$ cat config.mk
export PLATFORM = sky130hd
export DESIGN_NAME = fft4_acc_sequencer
export DESIGN_NICKNAME = d
export VERILOG_FILES = /design/src/rtl/fft_pkg.sv /design/src/rtl/fft4_twiddle_sel.sv /design/src/rtl/fft4_acc_sequencer.sv
export SDC_FILE = /design/constraint.sdc
export NUM_CORES = 1
export LEC_CHECK = 0
export BUFFER_PORTS_ARGS = -buffer_cell sky130_fd_sc_hd__buf_2
export CAP_MARGIN = 20
export CORE_ASPECT_RATIO = 1.4
export CORE_MARGIN = 8
export CORE_UTILIZATION = 30
export DETAILED_ROUTE_END_ITERATION = 10
export SLEW_MARGIN = 0
export SYNTH_ARGS = -nofsm -noshare
export SYNTH_HDL_FRONTEND = slang
export SYNTH_SLANG_ARGS = --single-unit
$ cat constraint.sdc
create_clock -name clk -period 4.1 [get_ports clk]
set_clock_uncertainty 0.15 [all_clocks]
set_input_delay 0.82 -clock clk [delete_from_list [all_inputs] [get_ports clk]]
set_output_delay 0.82 -clock clk [all_outputs]
set_load 0.05 [all_outputs]
$ cat src/rtl/fft_pkg.sv
// Shared types for the 4-point DFT accumulator sequencer.
// Latency: n/a (types and constants only).
// Backpressure: n/a.
package fft_pkg;

    localparam int N_POINTS = 4;

    // Sequencer FSM states
    typedef enum logic [1:0] {
        ST_IDLE = 2'd0,
        ST_RUN  = 2'd1,
        ST_HOLD = 2'd2
    } state_t;

    // How one channel uses the current sample: add it, subtract it, or add nothing
    typedef enum logic [1:0] {
        CLS_ZERO = 2'd0,
        CLS_POS  = 2'd1,
        CLS_NEG  = 2'd2
    } tw_cls_t;

endpackage

$ cat src/rtl/fft4_twiddle_sel.sv
// Twiddle class lookup: maps (bin k, term t) onto a class for each channel.
// Latency: combinational.
// Backpressure: none; pure decode.
module fft4_twiddle_sel
    import fft_pkg::*;
(
    input  logic [1:0] i_k,
    input  logic [1:0] i_t,
    output logic [1:0] o_re_cls,
    output logic [1:0] o_im_cls
);

    // Twiddle exponent (t*k) mod 4; a 2-bit product wraps modulo 4 naturally
    logic [1:0] w_m;
    assign w_m = i_t * i_k;

    // W^m for m=0..3 is 1, -j, -1, +j: each term lands on exactly one channel
    always_comb begin
        o_re_cls = CLS_ZERO;
        o_im_cls = CLS_ZERO;
        case (w_m)
            2'd0:    o_re_cls = CLS_POS;
            2'd1:    o_im_cls = CLS_NEG;
            2'd2:    o_re_cls = CLS_NEG;
            default: o_im_cls = CLS_POS;
        endcase
    end

endmodule

$ cat src/rtl/fft4_acc_sequencer.sv
// Collects 4 samples, then drives two accumulators with 4 add/sub terms per DFT bin.
// Latency: bin 0 valid 5 cycles after the 4th sample; each later bin 5 cycles after acceptance.
// Backpressure: in_ready low outside IDLE; bins held (accumulators frozen) until bin_ready.
module fft4_acc_sequencer
    import fft_pkg::*;
#(
    parameter int SAMPLE_W = 8,
    parameter int ACC_W    = 10
) (
    input  logic                clk,
    input  logic                rst,
    input  logic                in_valid,
    input  logic [SAMPLE_W-1:0] in_data,
    output logic                in_ready,
    output logic                acc_enable,
    output logic                acc_load,
    output logic [ACC_W-1:0]    acc_data_load,
    output logic [ACC_W-1:0]    re_data_in,
    output logic                re_cin,
    output logic [ACC_W-1:0]    im_data_in,
    output logic                im_cin,
    output logic                bin_valid,
    output logic [1:0]          bin_idx,
    input  logic                bin_ready,
    output logic                frame_done
);

    state_t              r_state;
    state_t              w_state_nxt;
    logic [1:0]          r_cnt;
    logic [1:0]          r_k;
    logic [1:0]          r_t;
    logic [SAMPLE_W-1:0] r_buf [N_POINTS];

    logic                w_accept;
    logic [ACC_W-1:0]    w_xs;
    logic [1:0]          w_re_cls;
    logic [1:0]          w_im_cls;

    assign w_accept = (r_state == ST_IDLE) && in_valid;
    assign w_xs     = {{(ACC_W-SAMPLE_W){r_buf[r_t][SAMPLE_W-1]}}, r_buf[r_t]};
    assign bin_idx  = r_k;

    fft4_twiddle_sel u_twiddle (
        .i_k      (r_k),
        .i_t      (r_t),
        .o_re_cls (w_re_cls),
        .o_im_cls (w_im_cls)
    );

    // FSM state register
    always_ff @(posedge clk or negedge rst) begin
        if (!rst) begin
            r_state <= ST_IDLE;
        end else begin
            r_state <= w_state_nxt;
        end
    end

    // Sample buffer and the cnt/k/t counters; all wrap to 0 at the end of their range
    always_ff @(posedge clk or negedge rst) begin
        if (!rst) begin
            r_cnt <= 2'd0;
            r_k   <= 2'd0;
            r_t   <= 2'd0;
            for (int i = 0; i < N_POINTS; i++) begin
                r_buf[i] <= '0;
            end
        end else begin
            case (r_state)
                ST_IDLE: begin
                    if (w_accept) begin
                        r_buf[r_cnt] <= in_data;
                        r_cnt        <= r_cnt + 2'd1;
                        r_k          <= 2'd0;
                        r_t          <= 2'd0;
                    end
                end
                ST_RUN: begin
                    r_t <= r_t + 2'd1;
                end
                ST_HOLD: begin
                    if (bin_ready) begin
                        r_k <= r_k + 2'd1;
                        r_t <= 2'd0;
                        if (r_k == 2'd3) begin
                            r_cnt <= 2'd0;
                        end
                    end
                end
                default: begin
                    r_cnt <= 2'd0;
                    r_k   <= 2'd0;
                    r_t   <= 2'd0;
                end
            endcase
        end
    end

    // Next state and all outputs; acc_* depend only on registered state
    always_comb begin
        w_state_nxt   = r_state;
        in_ready      = 1'b0;
        acc_enable    = 1'b0;
        acc_load      = 1'b0;
        acc_data_load = '0;
        re_data_in    = '0;
        re_cin        = 1'b0;
        im_data_in    = '0;
        im_cin        = 1'b0;
        bin_valid     = 1'b0;
        frame_done    = 1'b0;
        case (r_state)
            ST_IDLE: begin
                in_ready = 1'b1;
                if (w_accept && (r_cnt == 2'd3)) begin
                    w_state_nxt = ST_RUN;
                end
            end
            ST_RUN: begin
                acc_enable = 1'b1;
                acc_load   = (r_t == 2'd0);
                case (w_re_cls)
                    CLS_POS: re_data_in = w_xs;
                    CLS_NEG: begin
                        re_data_in = w_xs;
                        re_cin     = 1'b1;
                    end
                    default: re_data_in = '0;
                endcase
                case (w_im_cls)
                    CLS_POS: im_data_in = w_xs;
                    CLS_NEG: begin
                        im_data_in = w_xs;
                        im_cin     = 1'b1;
                    end
                    default: im_data_in = '0;
                endcase
                if (r_t == 2'd3) begin
                    w_state_nxt = ST_HOLD;
                end
            end
            ST_HOLD: begin
                bin_valid = 1'b1;
                if (bin_ready) begin
                    if (r_k == 2'd3) begin
                        frame_done  = 1'b1;
                        w_state_nxt = ST_IDLE;
                    end else begin
                        w_state_nxt = ST_RUN;
                    end
                end
            end
            default: w_state_nxt = ST_IDLE;
        endcase
    end

endmodule

==> reports/qor.txt <==
Synthesis-stage register bit count = 40
Hold_ws = 0.337 ns
Post-CTS Hold Fix Bufs = 0
IO Port Bufs = 40
Required time worst endpoint = 3.13 ns
CP Max Fanout = 14
TritonCTS Buffers = 5
Power Density = 777 nW/um^2
Row Count = 36
Max Slew Vio Count = 0
Worst skew pair latency = 0.29 ns
Drt first-iter violations = 23
Most used DFF post-synth = dfrtp_1
CTS tree = built
Slew at the pin with the worst max-slew slack = 0.900 ns
Startpoint Class = register
Worst Setup SP = r_t[0]$_DFFE_PN0P_
Worst Reg-to-Reg Cells = 3
Vias post-DR = 1350
Max Freq = 0.317 GHz
Hold WC Path Type = register to register
Sequential area share after synthesis = 46.5%
Setup-failing EPs final = 0
Drc violations = 0
Largest net degree at the start of global routing = 41
Endpoint class of the critical path = primary output
Antenna cells = 0
Ys async rst share = 100%
Initial antenna violation count = 0
Worst slew margin = 40.0%
Max-cap violation count = 0
Commonest non-fill, non-tap cells in the layout = dfrtp_1, buf_2, mux2_1, and2_1, conb_1
Drt pass-1 iters = 4
H-Tree Depth = 2
Die area = 10200 um^2
Worst R2R End = r_buf[2]$_DFFE_PN0P_
Clock root cell = clkbuf_8
Die Ht = 116 um
WS Path Type = register to primary output
Avg Cell Area, Syn = 12.6 um^2
P_leak = 0.00117 uW
Total gr overflow = 0
RD Place Congestion = 0.758
Fin crit share = 76.9%
FF-to-FF setup slack = 2.26 ns
Routed WL = 4.51 mm
Clk buf depth = 2
Via density = 4.47
TNS Setup = 0 ns
Die Width = 87.6 um
Detailed placement HPWL = 3.38 mm
Cell count after synthesis = 171
First-pass GRT wire length = 7.24 mm
Clk sink count = 40
Layout area overhead = 14.5%
Vias in the first global route = 1462
Status = finished clean
Synthesis Warnings = 0
Ratio of cells with drive above 1 in the final layout = 28.5%
VDD IR max = 0.378 mV
Initial Utilization = 30.8%
GRT Overall Usage = 9.43%
Reg2reg start = r_state[1]$_DFFE_PN0P_
Nets@finish = 225
CTS clk-pin slew, worst paths = 0.08 ns
Postcts setup bufs = 0
Post-Syn Area = 2150 um^2
Worst EP arrival = 2.18 ns
Library cells used by synthesis = 32
Slowest-stage cell, CP = dfrtp_1
EDFF count, synth = 0
IO Pins = 51
WL/cell = 14.9 um
Post-CTS Resized = 0
Final min period = 3.15 ns
Final Hold Viols = 0
Core ar. = 6980 um^2
Crit path to = im_data_in[7]
RSZ-0062 raised after global routing = false
Antenna Violating Nets Remaining = 0
Crit path cell chain = nand3_1, nor2b_1, buf_2
Largest stage delay, worst path = 0.79 ns
synth_stat cells (2+ instances only):
| cell | n | area, um^2 |
|---|---|---|
| and2_1 | 10 | 62.6 |
| nor2_1 | 4 | 15.0 |
| nand2b_1 | 3 | 18.8 |
| a31oi_1 | 2 | 12.5 |
| buf_2 | 4 | 20.0 |
| a21oi_1 | 3 | 15.0 |
| o2bb2ai_1 | 3 | 26.3 |
| nor2b_1 | 7 | 43.8 |
| inv_1 | 7 | 26.3 |
| mux4_2 | 8 | 180 |
| buf_4 | 15 | 113 |
| ha_1 | 7 | 87.6 |
| mux2_1 | 32 | 360 |
| nand2_1 | 4 | 15.0 |
| xor2_1 | 2 | 17.5 |
| dfrtp_1 | 40 | 1000 |
| and3_1 | 4 | 25.0 |
| a22o_1 | 2 | 17.5 |
cell type report:
type	instances	area, um^2
multi-input combinational	110	1000
clock inverter	2	35.0
clock buffer	6	72.6
tap	95	119
fill	724	4520
inverter	9	33.8
timing repair buffer	40	200
sequential	40	1000
flip-flops by register name, indices dropped and copies added, names as in the netlist:
| name | count |
|---|---|
| r_state | 2 |
| bin_idx | 2 |
| r_buf | 32 |
| r_t | 2 |
| r_cnt | 2 |
critical path: cells and delay by family, from the launching register on:
kind,cells,cell delay (ns)
AND/OR/NAND/NOR,2,0.80
flip-flops,1,0.79
buffers and inverters,1,0.30
worst min path at each step:
stage / cells past startpoint / end / slack (ns) / from
after floorplan: 1 / r_buf[10]$_DFFE_PN0P_ / 0.30 / r_buf[10]$_DFFE_PN0P_
after global placement: 1 / r_buf[0]$_DFFE_PN0P_ / 0.31 / r_buf[0]$_DFFE_PN0P_
after detailed placement: 1 / r_buf[6]$_DFFE_PN0P_ / 0.32 / r_buf[6]$_DFFE_PN0P_
after CTS: 1 / r_buf[6]$_DFFE_PN0P_ / 0.34 / r_buf[6]$_DFFE_PN0P_
after global routing: 1 / r_buf[30]$_DFFE_PN0P_ / 0.35 / r_buf[30]$_DFFE_PN0P_
final: 1 / r_buf[15]$_DFFE_PN0P_ / 0.34 / r_buf[15]$_DFFE_PN0P_
layer usage:
layer / up-vias / global-route usage, % / part of all wire (%)
met5: - / 0 / 0
met2: 40 / 16.0 / 48
met1: 667 / 10.7 / 44
met3: 4 / 2.61 / 6.8
li1: 639 / - / -
met4: 0 / 4.38 / 1.4
where the power goes:
part           total [uW]  switching [uW]  internal, uW
Clock                 313             132           181
Combinational         878             515           363
Sequential            726             145           580
Total                1920             793          1120
stage by stage:
| step | util [%] | worst slack [ns] | total power, uW | instance area, um^2 | std cells |
|---|---|---|---|---|---|
| after CTS | 35.3 | 0.809 | 1950 | 2470 | 302 |
| after global routing | 35.3 | 0.650 | 2050 | 2470 | 302 |
| after detailed placement | 33.8 | 1.15 | 1640 | 2360 | 294 |
| final | 35.3 | 0.945 | 1920 | 2470 | 302 |
| after global placement | 33.8 | 1.15 | 1600 | 2360 | 294 |
| after floorplan | - | 0.780 | 1450 | 2190 | 180 |
cell families (layout without fill, tap and decap cells):
kind of cell               Yosys count  in the layout  synth area share [%]
adders and majority gates            7              7                  4.07
AOI/OAI and AO/OA                   12             12                  4.01
DFF                                 40             40                  46.5
muxes                               42             42                  26.1
xor gates and xnor gates             2              2                 0.814
and+or+nand+nor                     37             37                  9.94
other                                1             10                 0.174
buffers and inverters               30             57                  8.43
No activity file was read; power rests on OpenSTA's default activity.
